[config.mk]
export PLATFORM = sky130hd
export DESIGN_NAME = mem_access_unit_flat
export DESIGN_NICKNAME = d
export VERILOG_FILES = /design/src/rtl/mem_access_unit_pkg.sv /design/src/rtl/mem_access_unit_if.sv /design/src/rtl/mem_access_unit_load_extend.sv /design/src/rtl/mem_access_unit.sv /design/src/flat_wrapper.sv
export SDC_FILE = /design/constraint.sdc
export NUM_CORES = 1
export LEC_CHECK = 0
export CAP_MARGIN = 20
export CELL_PAD_IN_SITES_DETAIL_PLACEMENT = 1
export CELL_PAD_IN_SITES_GLOBAL_PLACEMENT = 2
export CORE_ASPECT_RATIO = 1.4
export CORE_UTILIZATION = 25
export CTS_CLUSTER_DIAMETER = 40
export DETAILED_ROUTE_END_ITERATION = 8
export GPL_TIMING_DRIVEN = 1
export MAX_ROUTING_LAYER = met4
export PLACE_DENSITY = 0.79
export SYNTH_ARGS = -nofsm -noshare
export SYNTH_HDL_FRONTEND = slang
export SYNTH_SLANG_ARGS = --single-unit
[constraint.sdc]
create_clock -name Clock1 -period 2.7 [get_ports Clock1]
set_input_delay 0.27 -clock Clock1 [delete_from_list [all_inputs] [get_ports Clock1]]
set_output_delay 0.27 -clock Clock1 [all_outputs]
set_load 0.01 [all_outputs]
[src/rtl/mem_access_unit_pkg.sv]
// Shared definitions for the data-memory access unit: access-type and exception
// codes, FSM state encoding and byte-lane helpers.
package mem_access_pkg;

  localparam logic [2:0] MT_W  = 3'b000;
  localparam logic [2:0] MT_H  = 3'b001;
  localparam logic [2:0] MT_HU = 3'b010;
  localparam logic [2:0] MT_B  = 3'b011;
  localparam logic [2:0] MT_BU = 3'b100;

  localparam logic [4:0] EXC_ADEL = 5'd4;
  localparam logic [4:0] EXC_ADES = 5'd5;
  localparam logic [4:0] EXC_RI   = 5'd10;

  typedef enum logic [1:0] {
    IDLE  = 2'd0,
    ISSUE = 2'd1,
    WAIT  = 2'd2,
    RESP  = 2'd3
  } mau_state_e;

  function automatic logic type_reserved(input logic [2:0] mem_type);
    return (mem_type > MT_BU);
  endfunction

  function automatic logic misaligned(input logic [2:0] mem_type, input logic [1:0] offset);
    logic mis;
    case (mem_type)
      MT_W:        mis = (offset != 2'b00);
      MT_H, MT_HU: mis = offset[0];
      default:     mis = 1'b0;
    endcase
    return mis;
  endfunction

  // Byte lanes of a store; the memory itself does the data shift.
  function automatic logic [3:0] be_pattern(input logic [2:0] mem_type, input logic [1:0] offset);
    logic [3:0] be;
    case (mem_type)
      MT_W:        be = 4'b1111;
      MT_H, MT_HU: be = offset[1] ? 4'b1100 : 4'b0011;
      MT_B, MT_BU: be = 4'b0001 << offset;
      default:     be = 4'b0000;
    endcase
    return be;
  endfunction

endpackage

[src/rtl/mem_access_unit_if.sv]
// Request/response handshake from the MEM stage plus the DM word port.
// master: the access unit (initiator toward DM); slave: pipeline + memory side.
interface mem_access_unit_if;
  logic        req_valid;
  logic        req_ready;
  logic        req_write;
  logic [2:0]  req_type;
  logic [31:0] req_addr;
  logic [31:0] req_wdata;
  logic [31:0] req_pc;
  logic        resp_valid;
  logic [31:0] resp_rdata;
  logic        resp_exc;
  logic [4:0]  resp_exc_code;
  logic [31:0] mem_addr;
  logic [3:0]  mem_be;
  logic [31:0] mem_wd;
  logic [31:0] mem_wpc;
  logic [31:0] mem_rd;

  modport master (
    input  req_valid, req_write, req_type, req_addr, req_wdata, req_pc, mem_rd,
    output req_ready, resp_valid, resp_rdata, resp_exc, resp_exc_code,
           mem_addr, mem_be, mem_wd, mem_wpc
  );

  modport slave (
    output req_valid, req_write, req_type, req_addr, req_wdata, req_pc, mem_rd,
    input  req_ready, resp_valid, resp_rdata, resp_exc, resp_exc_code,
           mem_addr, mem_be, mem_wd, mem_wpc
  );
endinterface

[src/rtl/mem_access_unit_load_extend.sv]
// Picks the addressed byte/half out of a read word and sign- or zero-extends it.
// Purely combinational so a future cache can reuse it on its own data path.
module load_extend
  import mem_access_pkg::*;
(
  input  logic [31:0] word,
  input  logic [1:0]  offset,
  input  logic [2:0]  mem_type,
  output logic [31:0] data
);

  logic [7:0]  byte_sel;
  logic [15:0] half_sel;

  always_comb begin
    byte_sel = 8'h00;
    case (offset)
      2'd0:    byte_sel = word[7:0];
      2'd1:    byte_sel = word[15:8];
      2'd2:    byte_sel = word[23:16];
      default: byte_sel = word[31:24];
    endcase
    half_sel = offset[1] ? word[31:16] : word[15:0];

    case (mem_type)
      MT_H:    data = {{16{half_sel[15]}}, half_sel};
      MT_HU:   data = {16'h0000, half_sel};
      MT_B:    data = {{24{byte_sel[7]}}, byte_sel};
      MT_BU:   data = {24'h000000, byte_sel};
      default: data = word;
    endcase
  end

endmodule

[src/rtl/mem_access_unit.sv]
// Data-memory access unit: one load/store at a time, alignment/range checks,
// byte-enable generation and load extraction over a configurable-latency DM port.
//
//   state | meaning
//   IDLE  | ready for a request; checks it on acceptance
//   ISSUE | address/PC driven, store byte enables asserted for this cycle only
//   WAIT  | address held, enables low, counting down the read latency
//   RESP  | one-cycle response pulse (data or exception)
module mem_access_unit
  import mem_access_pkg::*;
#(
  parameter int DM_WORDS    = 2048,
  parameter int MEM_LATENCY = 1
) (
  input  logic               Clock1,
  input  logic               Reset,
  input  logic               flush,
  mem_access_unit_if.master  bus
);

  // WAIT lasts MEM_LATENCY-1 cycles; the counter reaches zero on the capture cycle.
  localparam logic [2:0] WAIT_INIT = 3'(MEM_LATENCY > 1 ? MEM_LATENCY - 2 : 0);

  mau_state_e  state;
  logic [2:0]  wait_cnt;
  logic [2:0]  lat_type;
  logic        lat_write;
  logic        ready_r;
  logic [31:0] addr_r;
  logic [31:0] wd_r;
  logic [31:0] wpc_r;
  logic [3:0]  be_r;
  logic        resp_valid_r;
  logic [31:0] rdata_r;
  logic        exc_r;
  logic [4:0]  code_r;

  logic        accept;
  logic        req_exc;
  logic        req_reserved;
  logic        req_out_of_range;
  logic [4:0]  req_code;
  logic [31:0] ext_data;
  logic [31:0] cap_data;
  logic        resp_live;

  always_comb begin
    req_reserved     = type_reserved(bus.req_type);
    req_out_of_range = ({2'b00, bus.req_addr[31:2]} >= 32'(DM_WORDS));
    req_exc          = req_reserved
                     | misaligned(bus.req_type, bus.req_addr[1:0])
                     | req_out_of_range;
    if (req_reserved)       req_code = EXC_RI;
    else if (bus.req_write) req_code = EXC_ADES;
    else                    req_code = EXC_ADEL;
    accept = (state == IDLE) & bus.req_valid & ~flush;
  end

  load_extend u_load_extend (
    .word     (bus.mem_rd),
    .offset   (addr_r[1:0]),
    .mem_type (lat_type),
    .data     (ext_data)
  );

  assign cap_data = lat_write ? 32'h0 : ext_data;

  always_ff @(posedge Clock1) begin
    if (Reset) begin
      state        <= IDLE;
      wait_cnt     <= 3'd0;
      lat_type     <= 3'd0;
      lat_write    <= 1'b0;
      ready_r      <= 1'b1;
      addr_r       <= 32'h0;
      wd_r         <= 32'h0;
      wpc_r        <= 32'h0;
      be_r         <= 4'b0000;
      resp_valid_r <= 1'b0;
      rdata_r      <= 32'h0;
      exc_r        <= 1'b0;
      code_r       <= 5'd0;
    end else begin
      case (state)
        IDLE: begin
          if (accept) begin
            ready_r   <= 1'b0;
            lat_type  <= bus.req_type;
            lat_write <= bus.req_write;
            if (req_exc) begin
              state        <= RESP;
              resp_valid_r <= 1'b1;
              rdata_r      <= 32'h0;
              exc_r        <= 1'b1;
              code_r       <= req_code;
            end else begin
              state    <= ISSUE;
              addr_r   <= bus.req_addr;
              wpc_r    <= bus.req_pc;
              be_r     <= bus.req_write ? be_pattern(bus.req_type, bus.req_addr[1:0]) : 4'b0000;
              wd_r     <= bus.req_write ? bus.req_wdata : 32'h0;
              wait_cnt <= WAIT_INIT;
            end
          end
        end

        ISSUE: begin
          be_r <= 4'b0000;
          wd_r <= 32'h0;
          if (flush) begin
            state   <= IDLE;
            ready_r <= 1'b1;
            addr_r  <= 32'h0;
            wpc_r   <= 32'h0;
          end else if (MEM_LATENCY == 1) begin
            state        <= RESP;
            resp_valid_r <= 1'b1;
            rdata_r      <= cap_data;
            exc_r        <= 1'b0;
            code_r       <= 5'd0;
            addr_r       <= 32'h0;
            wpc_r        <= 32'h0;
          end else begin
            state <= WAIT;
          end
        end

        WAIT: begin
          if (flush) begin
            state   <= IDLE;
            ready_r <= 1'b1;
            addr_r  <= 32'h0;
            wpc_r   <= 32'h0;
          end else if (wait_cnt == 3'd0) begin
            state        <= RESP;
            resp_valid_r <= 1'b1;
            rdata_r      <= cap_data;
            exc_r        <= 1'b0;
            code_r       <= 5'd0;
            addr_r       <= 32'h0;
            wpc_r        <= 32'h0;
          end else begin
            wait_cnt <= wait_cnt - 3'd1;
          end
        end

        RESP: begin
          state        <= IDLE;
          ready_r      <= 1'b1;
          resp_valid_r <= 1'b0;
          rdata_r      <= 32'h0;
          exc_r        <= 1'b0;
          code_r       <= 5'd0;
        end

        default: state <= IDLE;
      endcase
    end
  end

  // A late flush or Reset must still cancel a store and a pending response this cycle.
  assign resp_live         = resp_valid_r & ~flush & ~Reset;
  assign bus.req_ready     = ready_r & ~flush;
  assign bus.mem_be        = be_r & {4{~(flush | Reset)}};
  assign bus.mem_addr      = addr_r;
  assign bus.mem_wd        = wd_r;
  assign bus.mem_wpc       = wpc_r;
  assign bus.resp_valid    = resp_live;
  assign bus.resp_rdata    = resp_live ? rdata_r : 32'h0;
  assign bus.resp_exc      = resp_live & exc_r;
  assign bus.resp_exc_code = resp_live ? code_r : 5'd0;

endmodule

[src/flat_wrapper.sv]
// flat-port wrapper written by rule: the top's interface ports become plain ports
module mem_access_unit_flat import mem_access_pkg::*;
#(
  parameter int DM_WORDS    = 2048,
  parameter int MEM_LATENCY = 1
)
  (Clock1, Reset, flush, bus_req_valid, bus_req_write, bus_req_type, bus_req_addr, bus_req_wdata, bus_req_pc, bus_mem_rd, bus_req_ready, bus_resp_valid, bus_resp_rdata, bus_resp_exc, bus_resp_exc_code, bus_mem_addr, bus_mem_be, bus_mem_wd, bus_mem_wpc);
  mem_access_unit_if bus_i ();
  input  logic Clock1;
  input  logic Reset;
  input  logic flush;
  input wire logic [$bits(bus_i.req_valid)-1:0] bus_req_valid;
  input wire logic [$bits(bus_i.req_write)-1:0] bus_req_write;
  input wire logic [$bits(bus_i.req_type)-1:0] bus_req_type;
  input wire logic [$bits(bus_i.req_addr)-1:0] bus_req_addr;
  input wire logic [$bits(bus_i.req_wdata)-1:0] bus_req_wdata;
  input wire logic [$bits(bus_i.req_pc)-1:0] bus_req_pc;
  input wire logic [$bits(bus_i.mem_rd)-1:0] bus_mem_rd;
  output wire logic [$bits(bus_i.req_ready)-1:0] bus_req_ready;
  output wire logic [$bits(bus_i.resp_valid)-1:0] bus_resp_valid;
  output wire logic [$bits(bus_i.resp_rdata)-1:0] bus_resp_rdata;
  output wire logic [$bits(bus_i.resp_exc)-1:0] bus_resp_exc;
  output wire logic [$bits(bus_i.resp_exc_code)-1:0] bus_resp_exc_code;
  output wire logic [$bits(bus_i.mem_addr)-1:0] bus_mem_addr;
  output wire logic [$bits(bus_i.mem_be)-1:0] bus_mem_be;
  output wire logic [$bits(bus_i.mem_wd)-1:0] bus_mem_wd;
  output wire logic [$bits(bus_i.mem_wpc)-1:0] bus_mem_wpc;
  assign bus_i.req_valid = bus_req_valid;
  assign bus_i.req_write = bus_req_write;
  assign bus_i.req_type = bus_req_type;
  assign bus_i.req_addr = bus_req_addr;
  assign bus_i.req_wdata = bus_req_wdata;
  assign bus_i.req_pc = bus_req_pc;
  assign bus_i.mem_rd = bus_mem_rd;
  assign bus_req_ready = bus_i.req_ready;
  assign bus_resp_valid = bus_i.resp_valid;
  assign bus_resp_rdata = bus_i.resp_rdata;
  assign bus_resp_exc = bus_i.resp_exc;
  assign bus_resp_exc_code = bus_i.resp_exc_code;
  assign bus_mem_addr = bus_i.mem_addr;
  assign bus_mem_be = bus_i.mem_be;
  assign bus_mem_wd = bus_i.mem_wd;
  assign bus_mem_wpc = bus_i.mem_wpc;
  mem_access_unit #(.DM_WORDS(DM_WORDS), .MEM_LATENCY(MEM_LATENCY)) u_core (.Clock1(Clock1), .Reset(Reset), .flush(flush), .bus(bus_i));
endmodule
# == Word-level counts from Yosys, hierarchy flattened ==
# Cells that the tools add are included.
# totals
output_inout_bits,140
wordCells,133
register_bits,149
input_bits,136
# op_classes
n_addsub,1
reduce_logical,18
n_eq_ne,22
muxes,63
order_cmp,2
bitwise_logic,13
shift,1
# op_table
operator,n
$mux 32,16
$pmux 32 s4,2
$pmux 32 s3,2
$pmux 32 s2,1
$mux 5,7
$ge 30x12->1 const B,1
$pmux 8 s3,1
$pmux 5 s4,1
$mux 16,1
$mux 4,4
$eq 3x2->1 const B,4
$mux 3,4
$pmux 4 s3,1
$mux 1,11
$mux 2,5
$reduce_and 5->1,2
$ne 2x1->1 const B,4
$ne 2x2->1 const B,4
$pmux 1 s4,2
$pmux 2 s4,1
$pmux 4 s2,1
$and 1x1->1,6
$eq 2x2->1 const B,3
$eq 3x1->1 const B,2
20 further kinds,34

# == Longest topological paths before layout ==
# Gate-level depths: netlist of the first run.
# logic_depth
ltp_word,8
depth_mapped,10
mapped_depth_nobuf,7

# == By module ==
# Synthesis of the first run repeated with hierarchy kept, for this count alone.
# hier_totals
cells_unflattened,926
hier_area_um2,7564.8
# modules_own_cells
module,cells_per_inst,seq_area_each_um2,area_each_um2,n_inst
mem_access_unit,775,2942.8,6423.7,1
load_extend,151,0.0,1141.1,1

# == Least setup slack after synthesis of the first run ==
# OpenSTA, ideal clock, no wires.
# synth_path
path_kind,reg2reg
startpoint,register u_core.state[0]
endpoint,register u_core.rdata_r[20]
arrival_time_ps,2060
stages_incl_launch_ff,11
setup_slack_ps,523
period_less_slack_ps,2177
required_time_ps,2583
path_buffers,3
setup_time_ps,117
path_cell_list,dfxtp_1 inv_1 ha_1 clkdlybuf4s15_2 clkinv_1 nor3_2 and4_1 buf_2 nor3_4 buf_6 a32o_1
# synth_between
elab_chain_cells,5
word_cells_on_any_way,13
cone_classes,8 x eq/ne; 1 x mux; 2 x bitwise; 2 x reduce/logical
# synth_rtl
item,line,rtl
start: declaration,mem_access_unit.sv:24,mau_state_e state;
start signal: assignment,mem_access_unit.sv:70,state <= IDLE;
start signal: assignment,mem_access_unit.sv:91,state <= RESP;
start signal: assignment,mem_access_unit.sv:97,state <= ISSUE;
$logic_not 2->1,"mem_access_unit.sv:56, mem_access_unit.sv:84",
$and 1x1->1 (2 in series),mem_access_unit.sv:56,accept = (state == IDLE) & bus.req_valid & ~flush;
$ne 2x1->1 (no line),-,
$reduce_and 5->1 (no line),-,
end signal: assignment,mem_access_unit.sv:118,rdata_r <= cap_data;
end signal: assignment,mem_access_unit.sv:137,rdata_r <= cap_data;
end: declaration,mem_access_unit.sv:34,logic [31:0] rdata_r;
# Several ways; a longest one is shown, not always the timed one.
# A chain may end at the register's enable or synchronous reset.

# == Final worst setup path of the first run ==
# layout_path
startpoint,input port flush
endpoint,output port bus_resp_exc_code[1]
# layout_between
elab_chain_cells,4
# layout_rtl
item,line,rtl
start: declaration,flat_wrapper.sv:11,input logic flush;
$not 1->1,mem_access_unit.sv:162,assign resp_live = resp_valid_r & ~flush & ~Reset;
$and 1x1->1 (2 in series),mem_access_unit.sv:162,
$mux 5,mem_access_unit.sv:171,assign bus.resp_exc_code = resp_live ? code_r : 5'd0;
end: declaration,flat_wrapper.sv:23,output wire logic [$bits(bus_i.resp_exc_code)-1:0] bus_resp_exc_code;
# Every way passes these cells.

==> results.yml, run 1 <==
clock_tree:
  cts_tree: "done"
  htree_levels: 4
  numCtsBuffers: 17
  cts_setup_buffers: 0
  clockBufferDepth: 2
  cts_hold_buf: 0
  root_buffer: "clkbuf_16"
  clk_pin_slew_ps: 70
  clock_sinks: 147
  clock_latency_ps: 430
  cts_resized: 0
placed_design:
  place.gp.congestion: 0.8353
  hpwl_um: 21790
  placed_cells: 1523
  port_buffers: 274
  post_dp_cell_area_um2: 10840
worst_setup_path:
  crit_buf_inv: 3
  cp.required_ps: 2430
  crit_type: "primary input to output pin"
  crit_path_end_kind: "output pin"
  cp.arrival_ps: 2140
  slowest_delay_ps: 550
  crit_slowest_cell: "clkdlybuf4s50_1"
  cp_max_fo: 38
  crit_chain: "clkdlybuf4s50_1, nor2_2, buf_12, and3_1, clkdlybuf4s50_1"
  rrSetupSlack_ps: 400
  cp_top_family: "buffers and inverters"
  cp-start-kind: "primary input"
  path_common_cell: "clkdlybuf4s50_1"
global_route:
  grt_max_degree: 75
  grt_pass1_wl_um: 46510
  grt_usage_pct: 19.76
  grt_pass1_vias: 8440
  antenna_found_initial: 1
  overflow: 0
detailed_routing:
  vias: 7930
  wl_per_cell_um: 19.03
  first_iter_violations: 411
  drc: 0
  routed_wl_um: 29600
  firstDrtPassIters: 4
  ant_nets: 0
  viasPerCell: 5.096
timing:
  tightest_slew_ps: 841.0
  setup_tns_ps: 0
  relSlewSlack_pct: 43.82
  hold_viol: 0
  period_needed_ps: 2411
  fmax_ghz: 0.4147
  period_share_pct: 89.31
  slew_viol_final: 0
  finalSetupViolCount: 0
  final.setup_skew_ps: 9.347
  grt_setup_unrepaired: "no"
finish:
  drive_above_1_share_pct: 13.85
  stdcell_count: 1556
  area_delta_synth_final_pct: 50.21
  design_area_um2: 11410
  layout.nets: 1301
logic_synthesis:
  syn-instance-count: 902
  synthFlopType: "dfxtp_1"
  yosysWarnings: 0
  synth_edf_count: 0
  ys_seq_area_share_pct: 38.74
  ys_ff_latch: 147
  ys_top_cells_by_count: "dfxtp_1 (147), nand2_1 (101), nand3_1 (75), nand4_1 (68), o21ai_0 (60)"
  synth_area_leaders: "dfxtp_1 (39%), nand4_1 (5.6%), nand2_1 (5.0%)"
  syn_nets: 1046
  synth_top_area_cell: "dfxtp_1"
  yosys.area.top_type_share_pct: 38.74
  async_flop_share_pct: 0
  syn_area_um2: 7597
  avgSynthCellArea_um2: 8.423
  synth_cell_types: 71
  yosysMostFrequentCell: "dfxtp_1"
floorplanning:
  rows: 75
  boundaryPins: 276
  die_area_um2: 31100
  die_w_um: 149.3
  core_um2: 29940
  die_h_um: 208.3
  start_util_pct: 25.38
power_and_ir_drop:
  power_density_nw_per_um2: 868.2
  power.leakage_nw: 4.058
  irDropWorstVdd_mv: 0.5981
  total_power_mw: 9.908
outcome:
  status: "complete, no violations"
worst_hold_path:
  min_path_type: "primary input to flip-flop"
job:
  drv_cap: 0
[metal layers]
metal	vias up	global-route usage [%]	routed length, um
met5	-	-	0
met1	3843	22.38	12430
met3	37	4.934	1668
met4	0	6.404	683
li1	3845	-	-
met2	205	33.60	14820
[layout make-up]
| type | instances | area, um^2 |
|---|---|---|
| tap | 385 | 481.7 |
| antenna | 1 | 2.502 |
| timing repair buffer | 327 | 3336 |
| inverter | 12 | 45.04 |
| multi-input combinational | 652 | 4033 |
| clock buffer | 17 | 425.4 |
| clock inverter | 15 | 146.4 |
| fill | 3459 | 18520 |
| sequential | 147 | 2943 |
[where the power goes]
group	internal, mW	total, mW	switching [mW]
Sequential	2.61	2.87	0.256
Clock	1.30	2.36	1.06
Combinational	1.95	4.68	2.73
Total	5.86	9.91	4.05
[worst reg2reg max path, stage by stage, from the launching register on]
cell,delay [ps]
dfxtp_1,390
inv_1,120
ha_1,330
o21ai_0,270
nand3_1,190
nor3_4,650
a32o_1,290
[cells by family (layout without fill, tap and decap cells)]
group           Yosys count  in the layout  synth area share, %
compound gates          253            253                23.07
fa+ha+maj                 9              9                1.449
other cells               1              2              0.04936
simple gates            385            385                27.55
buf+inv                 103            371                8.432
mux                       4              4               0.7081
flops                   147            147                38.74
[registers in the layout (all words and copies together) (netlist names)]
register             cells
u_core.code_r            3
u_core.wait_cnt          3
u_core.bus.mem_addr     32
u_core.state             2
u_core.exc_r             1
u_core.be_r              4
u_core.ready_r           1
u_core.resp_valid_r      1
u_core.bus.mem_wpc      32
u_core.rdata_r          32
u_core.bus.mem_wd       32
u_core.lat_write         1
u_core.lat_type          3
[layout by cell type, fill, tap and decap left out, types with 3 or more instances in the layout]
master	n
o21ai_0	60
nand2b_1	4
o22ai_1	9
nand2_1	101
nor4_1	4
ha_1	8
nor2b_1	16
a22o_1	7
inv_1	10
and3_1	41
dfxtp_1	147
nor4b_1	4
or3_1	4
nand3_1	75
and2_1	6
nor2_1	15
or2_2	24
o32a_1	7
clkinv_2	3
clkbuf_16	17
a21oi_1	58
buf_12	16
inv_8	3
o21a_1	4
o31ai_1	11
o22a_1	7
a22oi_1	7
o211ai_1	8
inv_6	4
o21ai_2	31
nand4_1	68
nor2_4	3
nor3_1	6
buf_4	37
clkdlybuf4s50_1	273
a32o_1	19
a211oi_1	7
[stage by stage]
stage	worst slack (ps)	hold WS, ps	utilization (%)
after detailed placement	54.29	451.1	36.20
after global routing	212.6	287.7	38.12
after floorplan	522.7	406.0	-
after CTS	280.3	253.5	38.11
final	288.7	279.6	38.12
after global placement	78.77	442.4	36.20
[worst paths after layout]
path / start / end / cells after the start
worst max-delay path: flush / bus_resp_exc_code[1] / 5
worst min-delay path: Reset / u_core.lat_write / 3
worst max register to register: u_core.state[0] / u_core.rdata_r[24] / 6
worst min register to register: u_core.lat_write / u_core.lat_write / 2
Power figures use the tool's default switching activity.
==> run 2: changes to the inputs <==
- CTS_CLUSTER_SIZE: unset -> 28
==> results of run 2 <==
Final layout, timing and power as in run 1 (identical DEF).
